### config.mk
export PLATFORM = sky130hd
export DESIGN_NAME = pipe_mux_nto1_flat
export DESIGN_NICKNAME = d
export VERILOG_FILES = /design/src/rtl/pipe_mux_if.sv /design/src/rtl/pipe_mux_nto1.sv /design/src/flat_wrapper.sv
export SDC_FILE = /design/constraint.sdc
export NUM_CORES = 1
export LEC_CHECK = 0
export ABC_CLOCK_PERIOD_IN_PS = 7300
export BUFFER_PORTS_ARGS = -buffer_cell sky130_fd_sc_hd__buf_2
export CAP_MARGIN = 10
export CORE_AREA = 2 2 92 94
export CTS_CLUSTER_SIZE = 40
export DETAILED_ROUTE_END_ITERATION = 10
export DIE_AREA = 0 0 94 96
export PLACE_DENSITY = 0.77
export SYNTH_ARGS = -nofsm -noshare
export SYNTH_HDL_FRONTEND = slang
export SYNTH_SLANG_ARGS = --single-unit
### constraint.sdc
create_clock -name clk -period 7.3 [get_ports clk]
set_input_delay 0.365 -clock clk [delete_from_list [all_inputs] [get_ports clk]]
set_output_delay 0.365 -clock clk [all_outputs]
set_load 0.05 [all_outputs]
### src/rtl/pipe_mux_if.sv
// Handshake bundle for pipe_mux_nto1: selector/data offer on the input side,
// registered selected word with error flag on the output side.
interface pipe_mux_if #(
    parameter int NBits   = 32,
    parameter int NInputs = 4,
    parameter int SelBits = 2
);
    logic [SelBits-1:0]       Selector;
    logic [NInputs*NBits-1:0] MUX_Data;
    logic                     In_Valid;
    logic                     In_Ready;
    logic                     Flush;
    logic [NBits-1:0]         Out_Data;
    logic                     Out_Valid;
    logic                     Out_Ready;
    logic                     Out_SelError;

    modport master (
        output Selector, MUX_Data, In_Valid, Flush, Out_Ready,
        input  In_Ready, Out_Data, Out_Valid, Out_SelError
    );

    modport slave (
        input  Selector, MUX_Data, In_Valid, Flush, Out_Ready,
        output In_Ready, Out_Data, Out_Valid, Out_SelError
    );
endinterface

### src/rtl/pipe_mux_nto1.sv
// Registered N-to-1 multiplexer with valid/ready handshake and a two-entry
// skid buffer (main drives the outputs, skid absorbs one stalled word).
module pipe_mux_nto1 #(
    parameter int NBits   = 32,
    parameter int NInputs = 4,
    parameter int SelBits = 2
) (
    input logic       clk,
    input logic       reset,
    pipe_mux_if.slave bus
);

    typedef enum logic [1:0] {
        EMPTY = 2'b00,
        ONE   = 2'b01,
        TWO   = 2'b11
    } state_t;

    state_t           state_q, state_d;
    logic [NBits-1:0] in_data_p0;
    logic             in_err_p0;
    logic [NBits-1:0] main_data_p1, skid_data_p1;
    logic             main_err_p1, skid_err_p1;
    logic             main_vld_p1, skid_vld_p1;
    logic             accept;
    logic             load_main_in, load_main_skid, load_skid_in;

    // Out-of-range selectors fall back to input 0 and flag the entry.
    function automatic logic [NBits:0] select_word(
        input logic [SelBits-1:0]       sel,
        input logic [NInputs*NBits-1:0] data
    );
        logic [NBits:0] word;
        word = {data[NBits-1:0], 1'b1};
        for (int k = 0; k < NInputs; k++) begin
            if (int'(sel) == k) word = {data[k*NBits +: NBits], 1'b0};
        end
        return word;
    endfunction

    // Stage p0: combinational selection of the offered word
    assign {in_data_p0, in_err_p0} = select_word(bus.Selector, bus.MUX_Data);

    assign main_vld_p1 = (state_q != EMPTY);
    assign skid_vld_p1 = (state_q == TWO);
    assign accept      = bus.In_Valid && !skid_vld_p1;

    always_comb begin
        state_d        = state_q;
        load_main_in   = 1'b0;
        load_skid_in   = 1'b0;
        load_main_skid = 1'b0;
        case (state_q)
            EMPTY: begin
                if (accept) begin
                    state_d      = ONE;
                    load_main_in = 1'b1;
                end
            end
            ONE: begin
                if (accept && bus.Out_Ready) begin
                    load_main_in = 1'b1;
                end else if (accept) begin
                    state_d      = TWO;
                    load_skid_in = 1'b1;
                end else if (bus.Out_Ready) begin
                    state_d = EMPTY;
                end
            end
            TWO: begin
                if (bus.Out_Ready) begin
                    state_d        = ONE;
                    load_main_skid = 1'b1;
                end
            end
            default: state_d = EMPTY;
        endcase
        // Flush discards held entries and anything offered this cycle.
        if (bus.Flush) begin
            state_d        = EMPTY;
            load_main_in   = 1'b0;
            load_skid_in   = 1'b0;
            load_main_skid = 1'b0;
        end
    end

    always_ff @(posedge clk or negedge reset) begin
        if (!reset) state_q <= EMPTY;
        else        state_q <= state_d;
    end

    // Stage p1: main entry is cleared by reset so the idle output reads zero
    always_ff @(posedge clk or negedge reset) begin
        if (!reset) begin
            main_data_p1 <= '0;
            main_err_p1  <= 1'b0;
        end else if (load_main_in) begin
            main_data_p1 <= in_data_p0;
            main_err_p1  <= in_err_p0;
        end else if (load_main_skid) begin
            main_data_p1 <= skid_data_p1;
            main_err_p1  <= skid_err_p1;
        end
    end

    always_ff @(posedge clk) begin
        if (load_skid_in) begin
            skid_data_p1 <= in_data_p0;
            skid_err_p1  <= in_err_p0;
        end
    end

    assign bus.In_Ready     = !skid_vld_p1;
    assign bus.Out_Data     = main_data_p1;
    assign bus.Out_Valid    = main_vld_p1;
    assign bus.Out_SelError = main_err_p1;

endmodule

### src/flat_wrapper.sv
// flat-port wrapper written by rule: the top's interface ports become plain ports
module pipe_mux_nto1_flat 
#(
    parameter int NBits   = 32,
    parameter int NInputs = 4,
    parameter int SelBits = 2
)
  (clk, reset, bus_Selector, bus_MUX_Data, bus_In_Valid, bus_Flush, bus_Out_Ready, bus_In_Ready, bus_Out_Data, bus_Out_Valid, bus_Out_SelError);
  pipe_mux_if #(.NBits(NBits), .NInputs(NInputs), .SelBits(SelBits)) bus_i ();
  input logic clk;
  input logic reset;
  input wire logic [$bits(bus_i.Selector)-1:0] bus_Selector;
  input wire logic [$bits(bus_i.MUX_Data)-1:0] bus_MUX_Data;
  input wire logic [$bits(bus_i.In_Valid)-1:0] bus_In_Valid;
  input wire logic [$bits(bus_i.Flush)-1:0] bus_Flush;
  input wire logic [$bits(bus_i.Out_Ready)-1:0] bus_Out_Ready;
  output wire logic [$bits(bus_i.In_Ready)-1:0] bus_In_Ready;
  output wire logic [$bits(bus_i.Out_Data)-1:0] bus_Out_Data;
  output wire logic [$bits(bus_i.Out_Valid)-1:0] bus_Out_Valid;
  output wire logic [$bits(bus_i.Out_SelError)-1:0] bus_Out_SelError;
  assign bus_i.Selector = bus_Selector;
  assign bus_i.MUX_Data = bus_MUX_Data;
  assign bus_i.In_Valid = bus_In_Valid;
  assign bus_i.Flush = bus_Flush;
  assign bus_i.Out_Ready = bus_Out_Ready;
  assign bus_In_Ready = bus_i.In_Ready;
  assign bus_Out_Data = bus_i.Out_Data;
  assign bus_Out_Valid = bus_i.Out_Valid;
  assign bus_Out_SelError = bus_i.Out_SelError;
  pipe_mux_nto1 #(.NBits(NBits), .NInputs(NInputs), .SelBits(SelBits)) u_core (.clk(clk), .reset(reset), .bus(bus_i));
endmodule
==> results of run 1 <==
## layout make-up
cell class              instances  area [sq um]
clock inverters                 3          40.0
flip-flops and latches         68          1870
multi-input cells             153          1540
inverters                       5          18.8
clock buffers                  13           149
fillers                       694          3440
repair buffers                172           868
well taps                     105           131
## routing by layer
layer | GRT usage (%) | vias up
met2 | 34.2 | 125
met3 | 4.23 | 22
met1 | 20.7 | 1315
met5 | 0 | -
met4 | 9.30 | 0
li1 | - | 1274
## how the worst max path moves through the flow
stage,startpoint,end,slack [ps]
4_1_cts,u_core.state_q[1],u_core.bus.Out_Data[2],4990
3_5_place_dp,u_core.state_q[1],u_core.bus.Out_Data[6],5010
3_3_place_gp,u_core.state_q[1],u_core.bus.Out_Data[30],5140
6_report,u_core.state_q[1],u_core.bus.Out_Data[2],5000
5_1_grt,u_core.state_q[1],u_core.bus.Out_Data[6],4770
2_1_floorplan,u_core.state_q[0],u_core.skid_data_p1[0],4270
## cells by family after synthesis
kind of cell | after synthesis | synth area share [%]
flops | 68 | 53.2
fa+ha+maj | 5 | 1.78
buf+inv | 22 | 3.67
simple gates | 42 | 5.24
compound gates | 40 | 6.09
other cells | 1 | 0.107
mux | 65 | 29.9
## flip-flops by register name, indices dropped and copies added (netlist names)
register                 count
u_core.bus.Out_Data         32
u_core.skid_data_p1         32
u_core.state_q               2
u_core.bus.Out_SelError      1
u_core.skid_err_p1           1
## per-stage QoR
step | utilization [%] | hold slack, ps | setup WS (ps) | total power [mW]
2_1_floorplan | - | 69.4 | 4270 | 1.06
3_3_place_gp | 55.0 | 505 | 5140 | 1.22
3_5_place_dp | 55.0 | 512 | 5010 | 1.24
4_1_cts | 57.3 | 148 | 4990 | 1.54
5_1_grt | 57.3 | 191 | 4770 | 1.61
6_report | 57.3 | 126 | 5000 | 1.53
## Yosys cell counts, drive strengths merged, types with 2 or more instances
cell	number
a21oi	35
dfrtp	35
nor2	34
edfxtp	33
mux2i	33
mux4	32
buf	17
ha	5
inv	5
nand3	2
## power by group through the flow
stage	logic [mW]	clock network, mW	registers, mW
4_1_cts	0.687	0.306	0.551
5_1_grt	0.726	0.322	0.563
3_3_place_gp	0.669	0	0.554
6_report	0.681	0.298	0.550
2_1_floorplan	0.206	0	0.853
3_5_place_dp	0.686	0	0.559
==> summary.md, run 1 <==
| Metric | Value |
|---|---|
| Number of failing setup endpoints in the final timing report | 0 |
| Crit path required time | between 7000 and 8000 ps |
| Routed WL per cell | around 16 microns |
| Detailed placer's ending HPWL | ~6100 microns |
| Die area | roughly 0.0090 sq mm |
| Effective utilization at floorplan | approximately 44% |
| Max Clock Skew | ~15 ps |
| Share of synthesized registers carrying an async set or reset | 51.5% |
| Total Nets Final | about 550 |
| Netlist Area Pre-Place | 0.00351 sq mm |
| Slowest-stage cell, CP | sky130_fd_sc_hd__a32oi_4 |
| Number of cells on the critical path | 7 |
| Number of nets still failing antenna checks after routing | 0 |
| Sw Ratio | 43.6% |
| Startpoint of the most critical register-to-register path | u_core.state_q[1] |
| Clock root buffer | sky130_fd_sc_hd__clkbuf_8 |
| WL met2 | 4350 microns |
| Detailed-route DRC error count | 0 |
| Cell taking the most area after synthesis | sky130_fd_sc_hd__edfxtp_1 |
| Transition time of the tightest slew-check pin | about 1100 ps |
| Area inside the core boundary | 0.00805 sq mm |
| Headroom to the max-slew limit | about 29% |
| Result of the run | complete, no violations |
| RSZ-0062 raised after global routing | false |
| Leading cell types by total area after synthesis | sky130_fd_sc_hd__edfxtp_1, sky130_fd_sc_hd__dfrtp_1, sky130_fd_sc_hd__mux4_2, sky130_fd_sc_hd__mux2i_1, sky130_fd_sc_hd__a21oi_1 |
| Via/cell ratio | ~5.3 |
| Tcrit/Tclk final | 31.5% |
| GRT Overall Usage | around a fifth |
| Antenna cells | 0 |
| Endpoint of the worst-slack reg-to-reg timing path | u_core.bus.Out_Data[2] |
| Clock buffers created by TritonCTS | 9 |
| Routed metal-1 wire length | between 3000 and 4000 microns |
| Worst-case reg-to-reg path depth | 7 |
| Share of post-route cells with drive strength above 1 | a little over half |
| Min cycle time layout | 2300 ps |
| First-pass GRT wire length | approximately 13000 microns |
| Sort of element at the end of the critical path | flip-flop |
| Distinct cells, synth | 24 |
| Latest clock arrival within the worst-skew pair | between 300 and 400 ps |
| Synthesized instance count | between 200 and 250 |
| Standard-cell row count | 33 |
| Die X-Extent | between 90 and 100 microns |
| Commonest cells after routing, fill and taps aside | sky130_fd_sc_hd__buf_2, sky130_fd_sc_hd__a21oi_1, sky130_fd_sc_hd__dfrtp_1 |
| Routability congestion estimate | about 0.86 |
| Maximum net fanout on the critical path | between 40 and 50 |
| Area share of the leading cell type in the synthesized netlist | between 20% and 30% |
| Initial DRC count | around 110 |
| Total net switching power | 0.666 mW |
| Pins over their slew limit | 0 |
| Via count of the first global-routing pass | 2796 |
| TritonCTS Sinks | 68 |
| Fraction of the yosys area taken by sequential cells | between 50% and 60% |
| Total placed instance area | around 0.0044 sq mm |
| Sequence of cells on the critical path | inv_1 -> ha_1 -> nor4bb_1 -> a32oi_4 -> buf_4 -> nor2_1 -> a21oi_1 |
| Launching element type of the critical path | flip-flop |
| Clock network fraction of design power | roughly a fifth |
| Maximum count of clock buffers along a single path | 2 |
| Number of port buffers | roughly 170 |
| Residual overflow from global routing | 0 |
| Height of the die | 96 microns |
| Leading register cell type out of synthesis | sky130_fd_sc_hd__dfrtp_1 |
| Final standard cell area without fillers | between 0.004 and 0.005 sq mm |
| Synth-to-layout area growth | 31.5% |
| Power share of the sequential group | approximately 36% |
| Post-route insts no fill | around 520 |
| Max cap viols | 0 |
| Post-cts hold buffer count | 0 |
| Pin count of the biggest net entering global routing | between 40 and 50 |
| Final hold viol count | 0 |
| Post-Route WL | about 8300 microns |
| Type of the setup path with the least slack | reg -> reg |
| Power per cell area | roughly 330 mW/mm^2 |
| CTS tree | yes |
| Met3 wire length | 628 microns |
| Slowest cell delay on critical path | 570 ps |
| Routed via count | 2736 |
| Buffers plus inverters on the worst setup path | 2 |
| Maximum vdd drop | about 0.00017 V |
| Number of storage elements in the synthesis netlist | slightly below 70 |
| Number of flops mapped to enable cells by yosys | 33 |
| Number of search-and-repair iterations in the first detailed-routing pass | 4 |
| Arrival time worst endpoint | 2550 ps |
| Clock-pin slew of the registers on the worst-case setup and hold paths | around 70 ps |
| Avg Inst Size Synth | ~14 sq um |
| Proportion of power drawn by combinational gates | 44.6% |
| Uppermost layer routed | met4 |
| Number of cells upsized or downsized after cts | 0 |
| Sum Neg Setup Slack | 0 ps |
| Leakage dissipation | roughly 2.2 nW |
| Cell type group with the largest total delay on the critical path | compound AO/OA/AOI/OAI gates |
| I/O pin count | 170 |
| Count of synthesis-stage warnings from yosys | 0 |
| Cell internal power dissipation | around 0.86 mW |
| Total placed cells including tap cells | 503 |
| Syn Nets | 383 |
| Path type of the worst min-delay path | in -> async |
| FMAX | approximately 430 MHz |
| Worst setup slack for register-to-register paths | about 5000 ps |
| Post-CTS Setup Bufs | 0 |
| Number of H-tree levels | 3 |
| Initial antenna violation count | 0 |
| Most common cell after layout, fill and taps aside | sky130_fd_sc_hd__buf_2 |
No activity file was read; power rests on OpenSTA's default activity.
==> run 2, diff against run 1 <==
--- a/config.mk
+++ b/config.mk
@@ -5,7 +5,7 @@
 export SDC_FILE = /design/constraint.sdc
 export NUM_CORES = 1
 export LEC_CHECK = 0
-export ABC_CLOCK_PERIOD_IN_PS = 7300
+export ABC_CLOCK_PERIOD_IN_PS = 2220
 export BUFFER_PORTS_ARGS = -buffer_cell sky130_fd_sc_hd__buf_2
 export CAP_MARGIN = 10
 export CORE_AREA = 2 2 92 94
==> constraint.sdc (replaced) <==
create_clock -name clk -period 2.22 [get_ports clk]
set_input_delay 0.111 -clock clk [delete_from_list [all_inputs] [get_ports clk]]
set_output_delay 0.111 -clock clk [all_outputs]
set_load 0.05 [all_outputs]
==> summary.md, run 2 (synthesis results as in run 1) <==
| Metric | Value |
|---|---|
| Result of the run | complete, no violations |
| Launching element type of the critical path | flip-flop |
| First-pass GRT wire length | 13200 microns |
| I/O pin count | between 150 and 200 |
| Area inside the core boundary | between 0.008 and 0.009 sq mm |
| Worst-case reg-to-reg path depth | 7 |
| Detailed-route DRC error count | 0 |
| Tcrit/Tclk final | about nine tenths |
| Die area | ~0.009 sq mm |
| Clock root buffer | sky130_fd_sc_hd__clkbuf_8 |
| Most common cell after layout, fill and taps aside | sky130_fd_sc_hd__buf_2 |
| Leakage dissipation | roughly 2.2 nW |
| Routed via count | approximately 2700 |
| Number of failing setup endpoints in the final timing report | 0 |
| Max cap viols | 0 |
| Clock-pin slew of the registers on the worst-case setup and hold paths | about 80 ps |
| Residual overflow from global routing | 0 |
| Met1 demand-to-capacity share in global routing | 22.5% |
| Sequential Area | 0.00187 sq mm |
| Post-CTS Setup Bufs | 0 |
| Number of nets still failing antenna checks after routing | 0 |
| Total placed cells including tap cells | between 500 and 600 |
| Latest clock arrival within the worst-skew pair | around 330 ps |
| Post-Route WL | around 8600 microns |
| Commonest cells after routing, fill and taps aside | sky130_fd_sc_hd__buf_2, sky130_fd_sc_hd__a21oi_1, sky130_fd_sc_hd__dfrtp_1 |
| Min cycle time layout | slightly above 2000 ps |
| Via/cell ratio | 5.20 |
| Post-placement worst setup slack | between 200 and 300 ps |
| Endpoint of the worst-slack reg-to-reg timing path | u_core.bus.Out_Data[6] |
| Post-route insts no fill | between 500 and 600 |
| Global routing usage on met2 | around 36% |
| Clock buffers created by TritonCTS | 9 |
| Most used routing layer in global routing | met2 |
| Path type of the worst min-delay path | in -> reg |
| Share of post-route cells with drive strength above 1 | a little over half |
| Routed WL per cell | roughly 16 microns |
| Antenna cells | 0 |
| Sum Neg Setup Slack | 0 ps |
| Post-layout utilization of the core | a little under 60% |
| Final hold viol count | 0 |
| FMAX | between 400 and 500 MHz |
| Maximum count of clock buffers along a single path | 2 |
| GRT Overall Usage | between 10% and 20% |
| Initial antenna violation count | 0 |
| Routing usage on met3 | under 10% |
| TritonCTS Sinks | 68 |
| Worst Setup EP | u_core.bus.Out_Data[6] |
| Origin of the worst setup path | u_core.state_q[1] |
| Arrival time worst endpoint | approximately 2200 ps |
| Total placed instance area | between 0.004 and 0.005 sq mm |
| Maximum vdd drop | between 0.0004 and 0.0005 V |
| Crit path required time | roughly 2400 ps |
| Total Nets Final | around 560 |
| Synth-to-layout area growth | 34.2% |
| Startpoint of the most critical register-to-register path | u_core.state_q[1] |
| Footprint of the multi-input gates | between 0.0015 and 0.002 sq mm |
| RSZ-0062 raised after global routing | false |
| Crit path setup slack, layout | ~190 ps |
| Number of H-tree levels | 3 |
| Number of search-and-repair iterations in the first detailed-routing pass | 6 |
| Pin count of the biggest net entering global routing | 36 |
| Initial DRC count | between 80 and 90 |
| Die X-Extent | roughly 94 microns |
| CTS tree | yes |
| Via count of the first global-routing pass | approximately 2800 |
| Type of the setup path with the least slack | reg -> reg |
| Transition time of the tightest slew-check pin | approximately 850 ps |
| Max Clock Skew | roughly 11 ps |
| Effective utilization at floorplan | 43.6% |
| Routability congestion estimate | 0.711 |
| Worst setup slack for register-to-register paths | ~190 ps |
| Power per cell area | between 1000 and 1500 mW/mm^2 |
| Number of port buffers | around 170 |
| Sort of element at the end of the critical path | flip-flop |
| Headroom to the max-slew limit | around 44% |
| Detailed placer's ending HPWL | roughly 6400 microns |
| Standard-cell row count | 33 |
| Filler cells | 671 |
| Height of the die | ~96 microns |
| Maximum net fanout on the critical path | 32 |
| Pins over their slew limit | 0 |
| Final standard cell area without fillers | ~0.0047 sq mm |
[run 2: cell count changes in the layout (fill, tap and decap cells not counted), sizes merged]
cell | previous run | this run
clkinvlp | 0 | 1
dlygate4sd3 | 0 | 2
buf | 172 | 177
clkbuf | 13 | 12
[run 2: worst max-delay path, cell delays in order, from the launching register on]
cell	delay, ps
sky130_fd_sc_hd__dfrtp_1	430
sky130_fd_sc_hd__inv_1	100
sky130_fd_sc_hd__ha_1	240
sky130_fd_sc_hd__nor4bb_1	570
sky130_fd_sc_hd__a32oi_4	80
sky130_fd_sc_hd__buf_4	270
sky130_fd_sc_hd__nor2_1	140
sky130_fd_sc_hd__a21oi_1	60
[run 2: how the worst min path moves through the flow]
stage                           startpoint                endpoint  slack [ps]  cells after the start
final                      bus_MUX_Data[5]  u_core.skid_data_p1[5]         180                      2
after CTS                  bus_MUX_Data[5]  u_core.skid_data_p1[5]         160                      2
after floorplan                      reset  u_core.bus.Out_Data[0]        -180                      0
after global placement               reset  u_core.bus.Out_Data[6]         260                      1
after detailed placement             reset  u_core.bus.Out_Data[6]         280                      1
after global routing      bus_MUX_Data[99]  u_core.skid_data_p1[3]         170                      2
[run 2: report_power, final]
group	total [mW]	internal, mW	leakage, nW	switching [mW]
registers	1.81	1.65	0.687	0.162
clock network	1.04	0.577	0.102	0.458
logic	2.26	0.653	1.46	1.60
total	5.10	2.88	2.25	2.22
[run 2: metal layers]
layer	part of all wire [%]	vias up
li1	-	1279
met1	39	1318
met2	53	127
met3	6.0	12
met4	1.7	0
met5	0	-
[run 2: layout make-up]
cell class	count	share of cell area, %
flip-flops and latches	68	39.6
multi-input cells	153	32.7
repair buffers	179	20.2
clock buffers	12	3.29
well taps	105	2.79
clock inverters	4	1.01
inverters	5	0.398
[run 2: what timing repair did]
item / 4_1_cts / 5_1_grt
endpoints found under the hold margin: 36 / 0
gates resized for setup: 0 / 0
hold buffers: 2 / 0
[run 2: through the flow]
step / power [mW] / hold WS, ps
final: 5.10 / 185
after global placement: 4.04 / 259
after detailed placement: 4.10 / 276
after CTS: 5.14 / 164
after global routing: 5.35 / 171
after floorplan: 3.48 / -185
